$ cat src/rtl/speed_mult_arbiter_pkg.sv
// -----------------------------------------------------------------------------
// speed_pkg
// Shared Q-format constants and helpers for the phase-to-speed datapath.
//   PHASE_W / FRAC : phase-average word (9Q10), signed
//   SPEED_W        : speed output word, signed
//   SCALE_DEFAULT  : nominal phase-to-speed scale coefficient
//   sat_slice()    : arithmetic right shift + saturating narrow to out_w bits
// No ports (package).
// -----------------------------------------------------------------------------
package speed_pkg;

  localparam int PHASE_W       = 19;
  localparam int SPEED_W       = 16;
  localparam int FRAC          = 10;
  localparam int SCALE_DEFAULT = 20450;

  // value holds the narrowed result sign-extended to 32 bits; callers keep
  // the low out_w bits.
  typedef struct packed {
    logic        sat;
    logic [31:0] value;
  } slice_t;

  // Shift p right arithmetically (truncation toward minus infinity), then
  // clamp to the signed out_w range. Out-of-range is exactly the case where
  // the bits above the kept slice are not a pure sign extension.
  function automatic slice_t sat_slice(input logic signed [63:0] p,
                                       input int shift,
                                       input int out_w);
    logic signed [63:0] s;
    logic signed [63:0] hi;
    logic signed [63:0] lo;
    slice_t r;
    s       = p >>> shift;
    hi      = (64'sd1 <<< (out_w - 1)) - 64'sd1;
    lo      = -(64'sd1 <<< (out_w - 1));
    r.sat   = 1'b0;
    r.value = s[31:0];
    if (s > hi) begin
      r.sat   = 1'b1;
      r.value = hi[31:0];
    end else if (s < lo) begin
      r.sat   = 1'b1;
      r.value = lo[31:0];
    end
    return r;
  endfunction

endpackage

$ cat src/rtl/speed_mult_arbiter_rr_arbiter.sv
// -----------------------------------------------------------------------------
// rr_arbiter
// Round-robin arbiter with a registered one-hot grant pulse.
//   i_clk       : rising-edge clock
//   i_rst       : asynchronous active-high reset (pointer -> 0, grant -> 0)
//   i_req       : per-requester request level
//   o_gnt       : registered one-hot grant, high for one cycle
//   o_sel_idx   : index being granted at the coming edge (combinational)
//   o_sel_valid : a grant will be issued at the coming edge
// A requester currently showing a grant is not eligible in that cycle, so a
// held request is never granted twice in a row on the same operands.
// -----------------------------------------------------------------------------
module rr_arbiter #(
  parameter int NREQ = 4,
  parameter int IW   = (NREQ > 1) ? $clog2(NREQ) : 1
) (
  input  logic            i_clk,
  input  logic            i_rst,
  input  logic [NREQ-1:0] i_req,
  output logic [NREQ-1:0] o_gnt,
  output logic [IW-1:0]   o_sel_idx,
  output logic            o_sel_valid
);

  logic [IW-1:0]   r_ptr;
  logic [NREQ-1:0] r_gnt;

  logic [NREQ-1:0] w_elig;
  logic            w_hit_hi;
  logic            w_hit_lo;
  logic [IW-1:0]   w_idx_hi;
  logic [IW-1:0]   w_idx_lo;

  assign w_elig = i_req & ~r_gnt;

  // Two searches in one descending loop: the lowest eligible index at or
  // above the pointer, and the lowest eligible index overall (the wrap case).
  always_comb begin
    w_hit_hi = 1'b0;
    w_hit_lo = 1'b0;
    w_idx_hi = '0;
    w_idx_lo = '0;
    for (int j = NREQ - 1; j >= 0; j--) begin
      if (w_elig[j]) begin
        w_hit_lo = 1'b1;
        w_idx_lo = IW'(j);
        if (j >= int'(r_ptr)) begin
          w_hit_hi = 1'b1;
          w_idx_hi = IW'(j);
        end
      end
    end
  end

  assign o_sel_valid = w_hit_lo;
  assign o_sel_idx   = w_hit_hi ? w_idx_hi : w_idx_lo;

  always_ff @(posedge i_clk or posedge i_rst) begin
    if (i_rst) begin
      r_ptr <= '0;
      r_gnt <= '0;
    end else begin
      r_gnt <= '0;
      if (o_sel_valid) begin
        r_gnt[o_sel_idx] <= 1'b1;
        r_ptr <= (o_sel_idx == IW'(NREQ - 1)) ? '0 : o_sel_idx + 1'b1;
      end
    end
  end

  assign o_gnt = r_gnt;

endmodule

$ cat src/rtl/speed_mult_arbiter.sv
// -----------------------------------------------------------------------------
// speed_mult_arbiter
// One signed scaling multiplier shared round-robin among NREQ requesters.
// Each grant captures that requester's operands; the product comes back LAT
// cycles later, shifted, saturated to OUT_W bits and tagged one-hot.
//   i_clock     : rising-edge clock
//   i_reset     : asynchronous active-high reset; drops all in-flight ops
//   i_req       : per-requester request level
//   i_op_a      : flattened operand A, requester i at [i*A_W +: A_W]
//   i_op_b      : flattened operand B, requester i at [i*B_W +: B_W]
//   o_gnt       : one-hot grant pulse; operands sampled on its rising edge
//   o_res_valid : one-hot result tag pulse
//   o_result    : shared result bus, holds its value between results
//   o_sat       : result was clamped (only while o_res_valid != 0)
//   o_busy      : some pipeline stage holds a valid op
// -----------------------------------------------------------------------------
module speed_mult_arbiter
  import speed_pkg::*;
#(
  parameter int NREQ  = 4,
  parameter int A_W   = PHASE_W,
  parameter int B_W   = 16,
  parameter int OUT_W = SPEED_W,
  parameter int SHIFT = 12,
  parameter int LAT   = 2
) (
  input  logic                i_clock,
  input  logic                i_reset,
  input  logic [NREQ-1:0]     i_req,
  input  logic [NREQ*A_W-1:0] i_op_a,
  input  logic [NREQ*B_W-1:0] i_op_b,
  output logic [NREQ-1:0]     o_gnt,
  output logic [NREQ-1:0]     o_res_valid,
  output logic [OUT_W-1:0]    o_result,
  output logic                o_sat,
  output logic                o_busy
);

  localparam int IW = (NREQ > 1) ? $clog2(NREQ) : 1;
  localparam int PW = A_W + B_W;

  genvar gi;

  // Unpack the flattened operand buses so the grant index can select them.
  logic [A_W-1:0] w_a_arr [NREQ];
  logic [B_W-1:0] w_b_arr [NREQ];

  generate
    for (gi = 0; gi < NREQ; gi++) begin : g_unpack
      assign w_a_arr[gi] = i_op_a[gi*A_W +: A_W];
      assign w_b_arr[gi] = i_op_b[gi*B_W +: B_W];
    end
  endgenerate

  logic [NREQ-1:0] w_gnt;
  logic [IW-1:0]   w_sel_idx;
  logic            w_sel_valid;

  rr_arbiter #(
    .NREQ (NREQ),
    .IW   (IW)
  ) u_arb (
    .i_clk       (i_clock),
    .i_rst       (i_reset),
    .i_req       (i_req),
    .o_gnt       (w_gnt),
    .o_sel_idx   (w_sel_idx),
    .o_sel_valid (w_sel_valid)
  );

  assign o_gnt = w_gnt;

  // Stage 1: operands, loaded on the same edge that raises the grant. The
  // registered grant itself serves as this stage's tag.
  logic signed [A_W-1:0] r_a;
  logic signed [B_W-1:0] r_b;

  always_ff @(posedge i_clock or posedge i_reset) begin
    if (i_reset) begin
      r_a <= '0;
      r_b <= '0;
    end else if (w_sel_valid) begin
      r_a <= w_a_arr[w_sel_idx];
      r_b <= w_b_arr[w_sel_idx];
    end
  end

  logic signed [PW-1:0] w_prod;
  assign w_prod = r_a * r_b;

  // Entry 0 is the combinational product of stage 1; entries 1..LAT-1 are
  // registered product stages. The output register retires entry LAT-1, so
  // the result lands exactly LAT edges after the grant edge.
  logic [LAT-1:0][PW-1:0]   w_p_chain;
  logic [LAT-1:0][NREQ-1:0] w_tag_chain;

  assign w_p_chain[0]   = w_prod;
  assign w_tag_chain[0] = w_gnt;

  generate
    for (gi = 1; gi < LAT; gi++) begin : g_pipe
      logic [PW-1:0]   r_p;
      logic [NREQ-1:0] r_tag;
      always_ff @(posedge i_clock or posedge i_reset) begin
        if (i_reset) begin
          r_p   <= '0;
          r_tag <= '0;
        end else begin
          r_p   <= w_p_chain[gi-1];
          r_tag <= w_tag_chain[gi-1];
        end
      end
      assign w_p_chain[gi]   = r_p;
      assign w_tag_chain[gi] = r_tag;
    end
  endgenerate

  assign o_busy = |w_tag_chain;

  // Saturating narrow of the last product stage.
  logic signed [63:0] w_p_ext;
  slice_t             w_slice;
  logic               w_unused_slice_hi;

  assign w_p_ext           = {{(64-PW){w_p_chain[LAT-1][PW-1]}}, w_p_chain[LAT-1]};
  assign w_slice           = sat_slice(w_p_ext, SHIFT, OUT_W);
  assign w_unused_slice_hi = ^w_slice.value[31:OUT_W];

  logic [NREQ-1:0]  r_res_valid;
  logic [OUT_W-1:0] r_result;
  logic             r_sat;

  always_ff @(posedge i_clock or posedge i_reset) begin
    if (i_reset) begin
      r_res_valid <= '0;
      r_result    <= '0;
      r_sat       <= 1'b0;
    end else begin
      r_res_valid <= w_tag_chain[LAT-1];
      if (|w_tag_chain[LAT-1]) begin
        r_result <= w_slice.value[OUT_W-1:0];
        r_sat    <= w_slice.sat;
      end else begin
        r_sat    <= 1'b0;
      end
    end
  end

  assign o_res_valid = r_res_valid;
  assign o_result    = r_result;
  assign o_sat       = r_sat;

endmodule

$ cat config.mk
export PLATFORM = sky130hd
export DESIGN_NAME = speed_mult_arbiter
export DESIGN_NICKNAME = d
export VERILOG_FILES = /design/src/rtl/speed_mult_arbiter_pkg.sv /design/src/rtl/speed_mult_arbiter_rr_arbiter.sv /design/src/rtl/speed_mult_arbiter.sv
export SDC_FILE = /design/constraint.sdc
export NUM_CORES = 1
export LEC_CHECK = 0
export BUFFER_PORTS_ARGS = -buffer_cell sky130_fd_sc_hd__buf_2
export CAP_MARGIN = 20
export CORE_MARGIN = 3
export CORE_UTILIZATION = 60
export DETAILED_ROUTE_END_ITERATION = 10
export PLACE_DENSITY_LB_ADDON = 0.12
export SLEW_MARGIN = 10
export SYNTH_ARGS = -nofsm -noshare
export SYNTH_HDL_FRONTEND = slang
export SYNTH_SLANG_ARGS = --single-unit
$ cat constraint.sdc
create_clock -name i_clock -period 13.49 [get_ports i_clock]
set_input_delay 4.047 -clock i_clock [delete_from_list [all_inputs] [get_ports i_clock]]
set_output_delay 4.047 -clock i_clock [all_outputs]
set_load 0.1 [all_outputs]
==> summary.txt <==
Unrepaired setup endpoints after global routing: false
Synth warnings: 0
Core area: 24,600 sq um
DP HPWL: 29.5 mm
Worst Max-Slew Pin Slew: 0.965 ns
Latest clock arrival within the worst-skew pair: 0.36 ns
Pin count of the biggest net entering global routing: 77
Worst max-slew margin expressed relative to the limit: 35.7%
Leading area contributor after synthesis: fa_1
Count of nets left with antenna violations after detail routing: 0
Xor and xnor fraction of the mapped netlist area: 1.73%
Total of flip-flops plus latches after synthesis: 89
Total nets after synthesis: 2,301
Post-placement worst setup slack: 6.65 ns
Worst Clk Skew: 0.0110 ns
GRT Total Usage: 28.0%
Number of instances in the synthesized netlist: 1,763
FMAX: 143 MHz
Post-synthesis share of cell area spent on and, or, nand and nor gates: 19.5%
Final period util: 51.9%
Clock buffers created by TritonCTS: 9
Number of gates resized after CTS: 0
Final layout net count: 2,408
Max Fanout on Critical Path: 20
I/O pin cnt: 172
Total negative setup slack: 0 ns
Via count of the first global-routing pass: 12,100
Register area share after synthesis: 14.6%
Combinational family with the most area after synthesis: adder cells
Number of pins with negative max-slew slack in the final report: 0
Number of enable flip-flop cells after synthesis: 0
Hold bufs inserted after CTS: 0
Critical path capture point type: flop
Top cells by area in the synthesized netlist: fa_1 40%, dfrtp_1 15%, nand2_1 9.3%, inv_1 9.0%, ha_1 7.3%
Wire length of the first global-routing pass: 59.8 mm
Most frequent cells in the layout: 376 x nand2_1, 364 x inv_1, 303 x fa_1, 171 x buf_2, 144 x and2_1
Chip Width: 165 um
Hold violation total from the final report: 0
Site Rows: 57
Drt wl/cell: 16.8 um
Die Ht: 165 um
Drt total wl: 36.9 mm
Share of the core filled with cells in the final layout: 67.5%
Number of maximum-capacitance violations: 0
# H-tree levels: 3
Max stage delay cell, worst path: dfrtp_1
Outcome: finished, final reports clean
Antenna diodes: 0
Startpoint type of the worst setup path: flop
Critical path cell sequence: nand2_1 > fa_1 > inv_1 > fa_1 > fa_1 > fa_1 > fa_1 > inv_1 > fa_1 > inv_1 > ha_1 > a211oi_1 > o21ai_1 > a2111oi_0 > o21a_1 > a21o_1 > o31a_1 > o21ai_1 > o31a_1 > xor2_1
Share of Yosys cell area claimed by the top area cell type: 39.9%
Adder-Cell Fraction of Synth Area: 47.2%
Worst hold path depth: 0
Mean instance size in the synthesized netlist: 8.63 sq um
Final RePlAce weighted congestion: 0.863
Effective utilization at floorplan: 61.8%
Grt ovf: 0
CTS root buffer: clkbuf_16
Number of cells on the worst reg-to-reg path: 20
WP data required: 13.74 ns
Most used cell, CP: fa_1
Maximum clock insertion buffer count: 2
Leading cell type in the layout, fill and taps excluded: nand2_1
Area Growth Syn to Fin: 9.24%
Compound-Gate Fraction of Synth Area: 5.67%
Delay of the slowest cell on the worst path: 0.98 ns
Number of iterations in the first detailed-routing pass: 5
TritonCTS clock tree: yes
Clock-pin slew on the worst setup and hold paths: 0.08 ns
Antenna violations before repair: 1
Initial DRC count: 938
Shortest period the worst path allows: 7.00 ns
CP arrival: 7.25 ns
Fraction of layout instances using a drive strength above 1: 11.2%
Multiplexer area fraction after synthesis: 0.214%
Path category of the worst min-delay check: reg2reg
Drc violations: 0
Clock sink count: 89
Die Area: 27,300 sq um
Primary FF master, synth: dfrtp_1
Final setup violating endpoints: 0
Min Hold Slack: 0.403 ns
Proportion of synthesized flip-flops having asynchronous set or reset: 100%
Cell variety after synth: 44
Post-layout worst setup margin: 6.49 ns
Postcts setup bufs: 0
Via-to-Cell Ratio: 5.40
Area of the mapped netlist: 15,200 sq um
Crit Path Class: reg2reg
PortBufs: 171
Via count: 11,900
## critical path: cells and delay by family (launching register included)
family,cells,cell delay (ns)
DFF,1,0.98
adders and majority gates,7,3.36
and+or+nand+nor,1,0.19
AOI/OAI and AO/OA,8,2.06
xor gates and xnor gates,1,0.14
buffers and inverters,3,0.15
## final cells by class
type | instances | area, sq um
Tap cell | 324 | 405
Clock inverter | 7 | 130
Sequential cell | 89 | 2230
Inverter | 366 | 1380
Timing Repair Buffer | 179 | 928
Fill cell | 2086 | 7990
Multi-Input combinational cell | 1225 | 11300
Clock buffer | 9 | 225
## cells in the mapped netlist, drive strengths merged, types with 3 or more instances
cell type and instances:
nand3 45, nand2 377, nand4 5, clkbuf 80, a31oi 3, ha 89
a21oi 19, xor2 5, o21a 7, nor2 31, buf 3, nand2b 8
a21o 4, nor2b 16, dfrtp 89, nor3 6, xnor2 25, inv 366
and2 144, fa 303, o31a 3, o21ai 112, nor4 4
## flip-flops by register name (all words and copies together), names as in the netlist
name	count
u_arb.o_gnt	4
u_arb.r_ptr	2
g_pipe.r_tag	4
o_result	16
r_b	16
o_sat	1
o_res_valid	4
r_a	19
g_pipe.r_p	23
## per-layer routing
layer / GRT usage [%] / routed length [um]
met2: 49.3 / 19900
met4: 8.31 / 1150
met3: 3.77 / 2060
met5: 0 / 0
met1: 36.1 / 13800
## cells by family (layout without fill, tap and decap cells)
family          count (synthesis)  count (layout)
flops                          89              89
simple gates                  643             643
buf+inv                       449             561
compound gates                157             157
fa+ha+maj                     392             392
xor+xnor                       30              30
mux                             3               3
## per-stage QoR
step	instance area, sq um	std cells
after floorplan	15200	1763
after global placement	16200	2181
after detailed placement	16200	2181
after CTS	16600	2197
after global routing	16600	2199
final	16600	2199
## final timing paths
kind,startpoint,endpoint,slack [ns]
worst min register to register,g_pipe[1].r_tag[3],o_res_valid[3],0.40
min in group asynchronous,i_reset,g_pipe[1].r_p[20],3.64
worst max register to register,r_b[8],g_pipe[1].r_p[33],6.49
worst min-delay path,g_pipe[1].r_tag[3],o_res_valid[3],0.40
worst max-delay path,r_b[8],g_pipe[1].r_p[33],6.49
max in group asynchronous,i_reset,r_b[15],8.62
Power is not shown: default switching activity piles up to over one toggle a cycle in this logic, so the estimate is an artifact.
